[config.mk]
export PLATFORM = sky130hd
export DESIGN_NAME = pipe_hazard_ctrl
export DESIGN_NICKNAME = d
export VERILOG_FILES = /design/src/rtl/pipe_hazard_ctrl.sv
export SDC_FILE = /design/constraint.sdc
export NUM_CORES = 1
export LEC_CHECK = 0
export CAP_MARGIN = 25
export CELL_PAD_IN_SITES_DETAIL_PLACEMENT = 0
export CELL_PAD_IN_SITES_GLOBAL_PLACEMENT = 1
export CORE_MARGIN = 3
export CORE_UTILIZATION = 30
export CTS_CLUSTER_DIAMETER = 80
export DETAILED_ROUTE_END_ITERATION = 16
export GPL_ROUTABILITY_DRIVEN = 0
export MAX_ROUTING_LAYER = met4
export PLACE_DENSITY_LB_ADDON = 0.1
export RECOVER_POWER = 50
export SYNTH_ARGS = -nofsm -noshare
export SYNTH_HDL_FRONTEND = slang
export SYNTH_SLANG_ARGS = --single-unit
[constraint.sdc]
create_clock -name clk -period 4.5 [get_ports clk]
set_input_delay 0.9 -clock clk [delete_from_list [all_inputs] [get_ports clk]]
set_output_delay 0.9 -clock clk [all_outputs]
set_load 0.03 [all_outputs]
[src/rtl/pipe_hazard_ctrl.sv]
// pipe_hazard_ctrl: pipeline register enables, bubble/flush control, halt drain and stall/flush counters.
module pipe_hazard_ctrl #(
  parameter int CNT_W     = 16,
  parameter int DRAIN_CYC = 3
) (
  input  logic             clk,
  input  logic             rst,
  input  logic             readEnX,
  input  logic [2:0]       wrtRegX,
  input  logic [2:0]       srcAD,
  input  logic             srcAValidD,
  input  logic [2:0]       srcBD,
  input  logic             srcBValidD,
  input  logic             branchTakenX,
  input  logic             haltD,
  input  logic             iMemStall,
  input  logic             dMemStall,
  output logic             pcEn,
  output logic             enFD,
  output logic             flushFD,
  output logic             enDX,
  output logic             bubbleDX,
  output logic             enXM,
  output logic             enMW,
  output logic             halted,
  output logic [CNT_W-1:0] stallCnt,
  output logic [CNT_W-1:0] flushCnt
);
  typedef enum logic [1:0] {RUN, DRAIN, HALTED} state_t;
  state_t r_state, w_next;
  logic [1:0] r_drain, w_drain_next;
  logic r_halted, w_lu_haz, w_stall_inc, w_flush_inc;
  logic [CNT_W-1:0] r_stall_cnt, r_flush_cnt;
  assign w_lu_haz = readEnX & ((srcAValidD & (srcAD == wrtRegX)) | (srcBValidD & (srcBD == wrtRegX)));
  always_comb begin
    {pcEn, enFD, flushFD, enDX, bubbleDX, enXM, enMW} = 7'b0;
    w_next = r_state;
    w_drain_next = r_drain;
    w_stall_inc = 1'b0;
    w_flush_inc = 1'b0;
    if (!rst && !dMemStall) begin
      case (r_state)
        RUN: begin
          {enDX, enXM, enMW} = 3'b111;
          if (branchTakenX) begin
            {pcEn, enFD, flushFD, bubbleDX} = 4'b1111;
            w_flush_inc = 1'b1;
          end else if (w_lu_haz) begin
            bubbleDX = 1'b1;
            w_stall_inc = 1'b1;
          end else if (haltD) begin
            {pcEn, enFD} = 2'b11;
            w_next = DRAIN;
            w_drain_next = 2'(DRAIN_CYC);
          end else begin
            // An I-mem miss holds PC and feeds a NOP into F/D while older work advances.
            {pcEn, enFD, flushFD} = iMemStall ? 3'b011 : 3'b110;
            w_stall_inc = iMemStall;
          end
        end
        DRAIN: begin
          {enFD, flushFD, enDX, bubbleDX, enXM, enMW} = 6'b111111;
          w_drain_next = r_drain - 2'd1;
          w_next = (r_drain == 2'd1) ? HALTED : DRAIN;
        end
        default: ;
      endcase
    end
  end
  always_ff @(posedge clk or posedge rst) begin
    if (rst) begin
      r_state     <= RUN;
      r_drain     <= 2'd0;
      r_halted    <= 1'b0;
      r_stall_cnt <= '0;
      r_flush_cnt <= '0;
    end else begin
      r_state  <= w_next;
      r_drain  <= w_drain_next;
      r_halted <= (w_next == HALTED);
      if (w_stall_inc && r_stall_cnt != '1) r_stall_cnt <= r_stall_cnt + CNT_W'(1);
      if (w_flush_inc && r_flush_cnt != '1) r_flush_cnt <= r_flush_cnt + CNT_W'(1);
    end
  end
  assign halted   = r_halted;
  assign stallCnt = r_stall_cnt;
  assign flushCnt = r_flush_cnt;
endmodule

==> flow_summary.ini <==
[finish]
layout-drive-gt1-share_pct = 8.87
seqCellArea_sq_um = 926
nFillCells = 627
final_core_util_pct = 42.6
antenna_cells = 0
final_nets = 268
area_growth_pct = 36.4
fin_area_sq_mm = 0.00272
multi_input_area_sq_mm = 0.00100
final_cells = 325

[timing]
finClkSkew_ns = 0.00954
fin_crit_sh_pct = 89.8
tightest_slew_ns = 1.82
layout_setup_ws_ns = 0.461
tns_ns = 0
min_period_ns = 4.04
slew_headroom_pct = -21.1
final-hold-violation-count = 0
fmax_mhz = 248
whs_ns = 0.470
rsz0062_at_grt = no
finalSetupViolCount = 0
slew_viol_final = 34

[floorplanning]
rows = 29
fp.coreArea_sq_mm = 0.00639
die_h_um = 87.6
die-area_sq_mm = 0.00767
ioPinCount = 58
dieWidth_um = 87.6
initial_core_util_pct = 31.2

[power_and_ir_drop]
p_per_area_mw_per_mm2 = 223
p_sw_share_pct = 24.1
combinationalPowerShare_pct = 7.4
clockPowerShare_pct = 37.6
leakage_nw = 1.21
p_int_mw = 0.461
power_frac_seq_pct = 54.9
irDropWorstVdd_v = 0.000115
switching_power_mw = 0.146
power.total_mw = 0.607

[route]
firstDrtPassIters = 4
vias_per_cell = 4.84
drt-wirelength-per-cell_um = 13.5
num_vias = 1574
ant_nets = 0
drc = 0
drt_iter0_drc = 40
wl_mm = 4.39

[logic_synthesis]
synth_common_cells = dfrtp_1, xor2_1, nand2_1
synth_largest_area_cell = dfrtp_1
synth_top_area_share_pct = 46.4
synth_cell_types = 42
synth_flop_cell = dfrtp_1
synth_cells = 186
synth_area_leaders = dfrtp_1, xor2_1, xnor2_1
synth_area_sq_mm = 0.00200
synth_seq_area_share_pct = 46.4
synth-warning-count = 0
ys_async_sr_fraction_pct = 100
synth_most_common_cell = dfrtp_1
synth_edf_count = 0
synthesis.nets = 207
synth_seq_cells = 37
syn_avg_cell_area_sq_um = 10.7

[clock_network]
clk_pin_slew_ns = 0.07
hold_buffers = 0
clk_latency_ns = 0.29
postCtsSetupBuffers = 0
cts-root-buf = clkbuf_8
h-tree-depth = 2
clock_path_buffers = 2
cts_made_buffers = 5
cts_tree = done
clock_sinks = 37
ctsResizeCount = 0

[global_route]
grt_overflow = 0
grt_pass1_vias = 1494
grt_pass1_wl_mm = 7.18
grt.total_usage_pct = 12.3
grt_antenna_before_repair = 0
grt_max_degree = 34

[place]
place_area_sq_mm = 0.00264
dpl.cell_count = 317
dpl.hpwl_mm = 3.22
port_buffers = 57
place_ws_ns = 0.445

[worst_setup_path]
worst_ep_required_time_ns = 3.60
crit_arrival_ns = 3.14
crit_path_start = wrtRegX[1]
critPathLaunchType = input pin
cp_max_fo = 4
r2r_setup_slack_ns = 2.51
end_kind = output pin
path_class = input pin to output pin
reg2reg_from = stallCnt[4]$_DFFE_PP0P_

[worst_hold_path]
min_from = r_state[1]$_DFF_PP0_
min-delay-path-class = register to register

[flow_run]
maxCapViolCount = 1

[outcome]
status = complete, but fails checks
violations = capacitance limit, slew limit
-- final timing paths --
kind	depth (start not counted)	to
min in group asynchronous	2	halted$_DFF_PP0_
hold reg to reg	2	r_state[1]$_DFF_PP0_
setup reg to reg	5	stallCnt[1]$_DFFE_PP0P_
max in group asynchronous	3	stallCnt[15]$_DFFE_PP0P_
hold / removal	2	r_state[1]$_DFF_PP0_
setup / recovery	7	flushFD
-- critical path: stages --
cell and delay, ns:
clkdlybuf4s50_1 0.51, xor2_1 0.28, nor4b_1 0.09, o21ai_0 0.37, nand3_1 0.12, a21oi_1 0.15, clkdlybuf4s50_1 0.71
-- cells by family after synthesis --
kind of cell | synth area share [%]
buf+inv | 3.26
simple gates | 23.5
compound gates | 7.84
flops | 46.4
mux | 1.32
fa+ha+maj | 1.88
xor+xnor | 15.8
-- final cells by class --
type                            count  share of cell area (%)
Timing Repair Buffer               59                    21.4
Clock inverter                      2                   0.368
Sequential cell                    37                    34.0
Clock buffer                        6                    2.67
Inverter                            8                    1.10
Tap cell                           77                    3.54
Multi-Input combinational cell    136                    36.9
-- layout by cell type, fill, tap and decap left out, types with 5 or more instances in the layout --
cell             Yosys  final
clkbuf_8             0      5
nor2_1              12     12
xnor2_1             12     12
dfrtp_1             37     37
dlygate4sd3_1        0     18
xor2_1              24     24
nor3_1               6      6
clkdlybuf4s50_1      0     39
inv_1                7      7
nand2_1             14     14
nand4_1              8      8
nor4_1               5      5
nand3_1             12     12
-- power groups by stage --
stage	Sequential [mW]	Combinational (mW)	Clock, mW
6_report	0.334	0.0452	0.229
5_1_grt	0.334	0.0504	0.249
4_1_cts	0.334	0.0475	0.238
3_5_place_dp	0.340	0.0473	0
3_3_place_gp	0.340	0.0473	0
2_1_floorplan	0.340	0.0234	0
-- registers in the layout, summed over array words and instances, names as in the netlist --
signal,count
halted,1
r_state,2
r_drain,2
flushCnt,16
stallCnt,16
-- metal layers --
metal	track usage (%)	share of wire [%]	vias to the layer above
met5	-	0	-
met4	4.18	1.3	0
met3	4.23	6.9	6
met2	17.6	44	43
met1	16.1	48	740
li1	-	-	785
No activity file was read; power rests on OpenSTA's default activity.
